<file path="config.mk">
export PLATFORM = sky130hd
export DESIGN_NAME = bindu_bus_scheduler_flat
export DESIGN_NICKNAME = d
export VERILOG_FILES = /design/src/rtl/bindu_bus_if.sv /design/src/rtl/bindu_bus_scheduler.sv /design/src/flat_wrapper.sv
export SDC_FILE = /design/constraint.sdc
export NUM_CORES = 1
export LEC_CHECK = 0
export CAP_MARGIN = 20
export CORE_UTILIZATION = 44
export CTS_CLUSTER_SIZE = 8
export DETAILED_ROUTE_END_ITERATION = 10
export HOLD_SLACK_MARGIN = 0.12
export PLACE_DENSITY = 0.64
export SYNTH_ARGS = -nofsm -noshare
export SYNTH_HDL_FRONTEND = slang
export SYNTH_SLANG_ARGS = --single-unit
</file>
<file path="constraint.sdc">
create_clock -name clk -period 12.8 [get_ports clk]
set_clock_uncertainty 0.15 [all_clocks]
set_input_delay 3.2 -clock clk [delete_from_list [all_inputs] [get_ports clk]]
set_output_delay 3.2 -clock clk [all_outputs]
set_load 0.1 [all_outputs]
</file>
<file path="src/rtl/bindu_bus_if.sv">
// Bindu broadcast bus bundle: cluster request/kill lines, sync pulse, beat qualifiers and
// the scheduler's grant outputs.
interface bindu_bus_if #(
    parameter int NUM_REQ = 9,
    parameter int CNT_W   = 8
);
    logic [NUM_REQ-1:0] req;
    logic [NUM_REQ-1:0] kill;
    logic               global_sync;
    logic               bus_valid;
    logic               bus_last;
    logic [NUM_REQ-1:0] grant;
    logic [3:0]         grant_id;
    logic               bus_busy;
    logic [CNT_W-1:0]   beat_count;
    logic               burst_cut;

    // Scheduler side
    modport master (
        input  req, kill, global_sync, bus_valid, bus_last,
        output grant, grant_id, bus_busy, beat_count, burst_cut
    );

    // Cluster side
    modport slave (
        output req, kill, global_sync, bus_valid, bus_last,
        input  grant, grant_id, bus_busy, beat_count, burst_cut
    );
endinterface

</file>
<file path="src/rtl/bindu_bus_scheduler.sv">
// Burst-based round-robin owner selection for the shared Bindu broadcast bus, with a
// guard window after each global Om sync during which nobody owns the bus.
module bindu_bus_scheduler #(
    parameter int NUM_REQ    = 9,
    parameter int MAX_BURST  = 16,
    parameter int SYNC_GUARD = 4,
    parameter int CNT_W      = 8
) (
    input  logic        clk,
    input  logic        rst_n,
    bindu_bus_if.master bus
);
    localparam int IDX_W = (NUM_REQ > 1) ? $clog2(NUM_REQ) : 1;
    localparam logic [NUM_REQ-1:0] ONE_HOT0   = {{(NUM_REQ-1){1'b0}}, 1'b1};
    localparam logic [CNT_W-1:0]   GUARD_LOAD = CNT_W'(SYNC_GUARD - 1);
    localparam logic [CNT_W-1:0]   CAP        = CNT_W'(MAX_BURST);

    typedef enum logic [1:0] {
        IDLE  = 2'd0,
        GRANT = 2'd1,
        GUARD = 2'd2
    } state_t;

    state_t             state_q;
    logic [NUM_REQ-1:0] grant_q;
    logic [3:0]         grant_id_q;
    logic               bus_busy_q;
    logic [CNT_W-1:0]   beat_q;
    logic               burst_cut_q;
    logic [3:0]         ptr_q;
    logic               sync_pending_q;
    logic [CNT_W-1:0]   guard_cnt_q;

    logic [NUM_REQ-1:0] cand;
    logic [4:0]         pos;
    logic               found;
    logic [3:0]         win;

    logic               owner_kill;
    logic               owner_req;
    logic [CNT_W-1:0]   beat_next;
    logic               is_last;
    logic               is_cap;
    logic               do_exit;
    logic               cut_only;

    assign cand = bus.req & ~bus.kill;

    // Round-robin search starting just after the last owner, wrapping at NUM_REQ.
    always_comb begin
        found = 1'b0;
        win   = '0;
        pos   = '0;
        for (int i = 1; i <= NUM_REQ; i++) begin
            pos = {1'b0, ptr_q} + 5'(i);
            if (pos >= 5'(NUM_REQ)) begin
                pos = pos - 5'(NUM_REQ);
            end
            if (!found && cand[pos[IDX_W-1:0]]) begin
                found = 1'b1;
                win   = pos[3:0];
            end
        end
    end

    assign owner_kill = |(bus.kill & grant_q);
    assign owner_req  = |(bus.req & grant_q);
    assign beat_next  = beat_q + CNT_W'(1);
    assign is_last    = bus.bus_valid & bus.bus_last;
    assign is_cap     = bus.bus_valid & (beat_next == CAP);
    assign do_exit    = owner_kill | is_last | is_cap | ~owner_req;
    // Kill and last outrank the cap, so the cut flag only marks a pure cap exit.
    assign cut_only   = is_cap & ~owner_kill & ~is_last;

    always_ff @(posedge clk or negedge rst_n) begin
        if (!rst_n) begin
            state_q        <= IDLE;
            grant_q        <= '0;
            grant_id_q     <= '0;
            bus_busy_q     <= 1'b0;
            beat_q         <= '0;
            burst_cut_q    <= 1'b0;
            ptr_q          <= 4'(NUM_REQ - 1);
            sync_pending_q <= 1'b0;
            guard_cnt_q    <= '0;
        end else begin
            burst_cut_q <= 1'b0;
            case (state_q)
                IDLE: begin
                    if (bus.global_sync) begin
                        state_q     <= GUARD;
                        guard_cnt_q <= GUARD_LOAD;
                    end else if (found) begin
                        state_q    <= GRANT;
                        grant_q    <= ONE_HOT0 << win;
                        grant_id_q <= win;
                        bus_busy_q <= 1'b1;
                        beat_q     <= '0;
                    end
                end
                GRANT: begin
                    if (bus.bus_valid) begin
                        beat_q <= beat_next;
                    end
                    if (do_exit) begin
                        grant_q     <= '0;
                        bus_busy_q  <= 1'b0;
                        ptr_q       <= grant_id_q;
                        burst_cut_q <= cut_only;
                        if (sync_pending_q || bus.global_sync) begin
                            state_q     <= GUARD;
                            guard_cnt_q <= GUARD_LOAD;
                        end else begin
                            state_q <= IDLE;
                        end
                    end else if (bus.global_sync) begin
                        // Sync during a burst is deferred until the owner releases.
                        sync_pending_q <= 1'b1;
                    end
                end
                GUARD: begin
                    if (bus.global_sync) begin
                        guard_cnt_q <= GUARD_LOAD;
                    end else if (guard_cnt_q == '0) begin
                        state_q        <= IDLE;
                        sync_pending_q <= 1'b0;
                    end else begin
                        guard_cnt_q <= guard_cnt_q - CNT_W'(1);
                    end
                end
                default: begin
                    state_q <= IDLE;
                    grant_q <= '0;
                end
            endcase
        end
    end

    assign bus.grant      = grant_q;
    assign bus.grant_id   = grant_id_q;
    assign bus.bus_busy   = bus_busy_q;
    assign bus.beat_count = beat_q;
    assign bus.burst_cut  = burst_cut_q;

endmodule

</file>
<file path="src/flat_wrapper.sv">
// flat-port wrapper written by rule: the top's interface ports become plain ports
module bindu_bus_scheduler_flat 
#(
    parameter int NUM_REQ    = 9,
    parameter int MAX_BURST  = 16,
    parameter int SYNC_GUARD = 4,
    parameter int CNT_W      = 8
)
  (clk, rst_n, bus_req, bus_kill, bus_global_sync, bus_bus_valid, bus_bus_last, bus_grant, bus_grant_id, bus_bus_busy, bus_beat_count, bus_burst_cut);
  bindu_bus_if #(.NUM_REQ(NUM_REQ), .CNT_W(CNT_W)) bus_i ();
  input  logic clk;
  input  logic rst_n;
  input wire logic [$bits(bus_i.req)-1:0] bus_req;
  input wire logic [$bits(bus_i.kill)-1:0] bus_kill;
  input wire logic [$bits(bus_i.global_sync)-1:0] bus_global_sync;
  input wire logic [$bits(bus_i.bus_valid)-1:0] bus_bus_valid;
  input wire logic [$bits(bus_i.bus_last)-1:0] bus_bus_last;
  output wire logic [$bits(bus_i.grant)-1:0] bus_grant;
  output wire logic [$bits(bus_i.grant_id)-1:0] bus_grant_id;
  output wire logic [$bits(bus_i.bus_busy)-1:0] bus_bus_busy;
  output wire logic [$bits(bus_i.beat_count)-1:0] bus_beat_count;
  output wire logic [$bits(bus_i.burst_cut)-1:0] bus_burst_cut;
  assign bus_i.req = bus_req;
  assign bus_i.kill = bus_kill;
  assign bus_i.global_sync = bus_global_sync;
  assign bus_i.bus_valid = bus_bus_valid;
  assign bus_i.bus_last = bus_bus_last;
  assign bus_grant = bus_i.grant;
  assign bus_grant_id = bus_i.grant_id;
  assign bus_bus_busy = bus_i.bus_busy;
  assign bus_beat_count = bus_i.beat_count;
  assign bus_burst_cut = bus_i.burst_cut;
  bindu_bus_scheduler #(.NUM_REQ(NUM_REQ), .MAX_BURST(MAX_BURST), .SYNC_GUARD(SYNC_GUARD), .CNT_W(CNT_W)) u_core (.clk(clk), .rst_n(rst_n), .bus(bus_i));
endmodule
</file>
==> impl_metrics.yaml <==
status:
  status: "completed"
placed_design:
  io_buffer_count: 45
  dpl.hpwl_um: 17100
  place.gp.congestion: 1.02
layout:
  areaGrowthSynthToFinish_pct: 10.0
  layout.filler_cells: 1330
  multi_input_area_um2: 5020
  final_net_count: 883
  antenna_cells: 0
  register_area_um2: 953
  drive_gt1_share_pct: 10.1
timing:
  fmax_mhz: 141
  rsz0062_at_grt: "false"
  hold_viol_final: 0
  setup_tns_ps: 0
  fin_crit_ps: 7110
  setup_viol: 0
  finalMaxSlewViolations: 0
  fin_crit_sh_pct: 55.5
  relSlewSlack_pct: 32.4
  max_slew.worst_pin.slew_ps: 1010
critical_path:
  cp.depth: 12
  reg2reg_depth: 16
  critical-path-max-stage-delay_ps: 560
  critPathRequiredTime_ps: 12870
  path_class: "primary input to flip-flop"
  start_kind: "primary input"
  cp_top_family: "compound AO/OA/AOI/OAI gates"
  crit_arrival_ps: 7180
  worst_setup_path_end_kind: "flip-flop"
  worstPathMaxFanout: 10
  path_cells: "clkdlybuf4s50_1 -> nand2b_1 -> o21ai_0 -> a211o_1 -> mux2_2 -> o211ai_2 -> nand2_2 -> a211oi_4 -> a41oi_1 -> o21bai_1 -> o21bai_1 -> mux2_2"
  path_buf_inv: 1
  cp_slowest_cell: "clkdlybuf4s50_1"
drt:
  vias_per_cell: 6.99
  drtIter0Drc: 1036
  drt.antenna.violating_nets: 0
  drc: 0
  avgRoutedWirePerCell_um: 23.1
  drtPass1Iterations: 6
  drt_wl_total_um: 23500
  routed-via-count: 7115
synth:
  synth_top_cells_by_area: "dfrtp_1 (15%), nand2_1 (5.4%), ha_1 (4.6%), o21ai_0 (4.5%), a21oi_1 (3.7%)"
  ys_ff_latch: 38
  yosysWarnings: 0
  synth_top_cells_by_count: "nand2_1 (90), nor2_1 (60), o21ai_0 (57)"
  synth_top_cell_area_share_pct: 14.7
  synth_area_leader_cell: "dfrtp_1"
  async_flop_share_pct: 100
  syn-mean-instance-area_um2: 7.63
  synth_nets: 872
  synth.distinct_cells: 112
  synth_edf_count: 0
  yosysMostFrequentCell: "nand2_1"
  synthesis.instances: 826
  yosys_most_used_dff: "dfrtp_1"
  netlist_area_um2: 6300
  ys_seq_area_share_pct: 15.1
hold_path:
  hp-class: "flip-flop to flip-flop"
  holdPathStages: 2
global_route:
  track_usage_pct: 31.9
  grt_overflow: 0
  antenna_found_initial: 0
  grt_pass1_wl_um: 36600
  grt_max_degree: 71
  grt_pass1_vias: 6727
job:
  cap_violations: 0
die:
  die_x_um: 122
  coreArea_um2: 13900
  io_pins: 46
  rows: 43
  initial_core_util_pct: 45.2
  die-area_um2: 14800
  fp.dieH_um: 122
clock_network:
  cts_sinks: 38
  cts_setup_buffers: 0
  cts_hold_buf: 0
  h-tree-depth: 2
  cts_tree: "built"
  clk_latency_ps: 280
  cts_root_buf: "clkbuf_16"
  clock_tree.buffer_depth: 2
  cts_made_buffers: 5
  clkTransAtPathRegs_ps: 50
  ctsResizeCount: 0
==> worst register-to-register path: stages, from the launching register on <==
cell       delay (ps)
dfrtp_2           340
buf_4             640
inv_1             130
buf_4             310
ha_1              360
buf_4             290
nor3b_2           430
o2bb2ai_1         250
nor2b_1           240
xnor2_1           170
a211oi_1          310
o21ai_1           240
or3b_1            560
nor4_1            510
a211oi_1          100
o21ai_1           340
o31ai_1           120
==> state kept, by name, summed over array words and instances (netlist names) <==
name,cells
u_core.bus.grant,9
u_core.bus.beat_count,8
u_core.guard_cnt_q,8
u_core.bus.grant_id,4
u_core.ptr_q,4
u_core.state_q,2
u_core.bus.burst_cut,1
u_core.bus.bus_busy,1
u_core.sync_pending_q,1
==> area by class of cell <==
| cell class | instances | share of cell area [%] |
|---|---|---|
| Clock buffer | 7 | 1.91 |
| Clock inverter | 1 | 0.433 |
| Sequential cell | 38 | 13.8 |
| Inverter | 13 | 0.704 |
| Tap cell | 180 | 3.25 |
| Multi-Input combinational cell | 724 | 72.4 |
| Timing Repair Buffer | 55 | 7.51 |
==> cells by family after synthesis <==
family                   share of synthesized area (%)
AND/OR/NAND/NOR                                   29.7
buffers and inverters                             5.16
AO/OA/AOI/OAI                                     36.6
multiplexers                                      4.61
flip-flops                                        15.1
adder cells (fa/ha/maj)                           4.57
XOR/XNOR                                          4.31
==> metrics by stage <==
step / setup WS [ps] / hold slack, ps / instances / util (%) / cell area, um2
after floorplan: 6770 / 314 / 826 / - / 6300
after global placement: 5580 / 343 / 1009 / 48.5 / 6760
after detailed placement: 5550 / 350 / 1009 / 48.5 / 6760
after CTS: 5800 / 362 / 1017 / 49.7 / 6930
after global routing: 5530 / 388 / 1018 / 49.8 / 6930
final: 5690 / 367 / 1018 / 49.8 / 6930
==> layout by cell type, fill, tap and decap left out, types with 6 or more instances in the layout <==
cell	netlist	final
o21ai_1	7	7
xor2_1	7	7
o211ai_1	14	14
o31ai_1	10	10
nor2_1	60	60
mux2i_1	16	16
inv_1	12	12
a221oi_1	8	8
mux2_2	8	8
nand3_1	35	35
nor3_1	18	18
nand4_1	10	10
and2_1	10	10
a21boi_0	6	6
or3_1	6	6
nor2b_1	26	26
nor4_1	10	10
o21ai_0	57	57
nand2b_1	20	20
a22o_1	6	6
a22oi_1	7	7
xnor2_1	11	11
a21o_1	9	9
a21oi_1	46	46
ha_1	23	23
a211oi_1	20	20
clkdlybuf4s50_1	0	44
a211o_1	11	11
and3_1	15	15
buf_4	4	10
dfrtp_1	37	36
nand2_1	90	90
==> worst paths after layout <==
kind                                            start                       end  slack [ps]
worst min-delay path            u_core.sync_pending_q     u_core.sync_pending_q         370
worst min register to register  u_core.sync_pending_q     u_core.sync_pending_q         370
worst max register to register        u_core.ptr_q[0]       u_core.bus.grant[3]        7160
worst max-delay path                      bus_kill[7]  u_core.bus.beat_count[0]        5690
max in group asynchronous                       rst_n           u_core.ptr_q[0]        9020
min in group asynchronous                       rst_n  u_core.bus.beat_count[0]        2880
==> layer usage <==
metal | wire [um] | part of all wire (%) | global-route usage (%) | vias up
li1 | - | - | - | 3204
met1 | 9660 | 41 | 40.7 | 3403
met2 | 10600 | 45 | 50.5 | 411
met3 | 1880 | 8.0 | 4.73 | 97
met4 | 1400 | 5.9 | 19.9 | 0
met5 | 0 | 0 | 0 | -
Power is left out: the tool's default activity adds up to more than one toggle a clock period on the data nets, which glitch-free logic cannot reach.
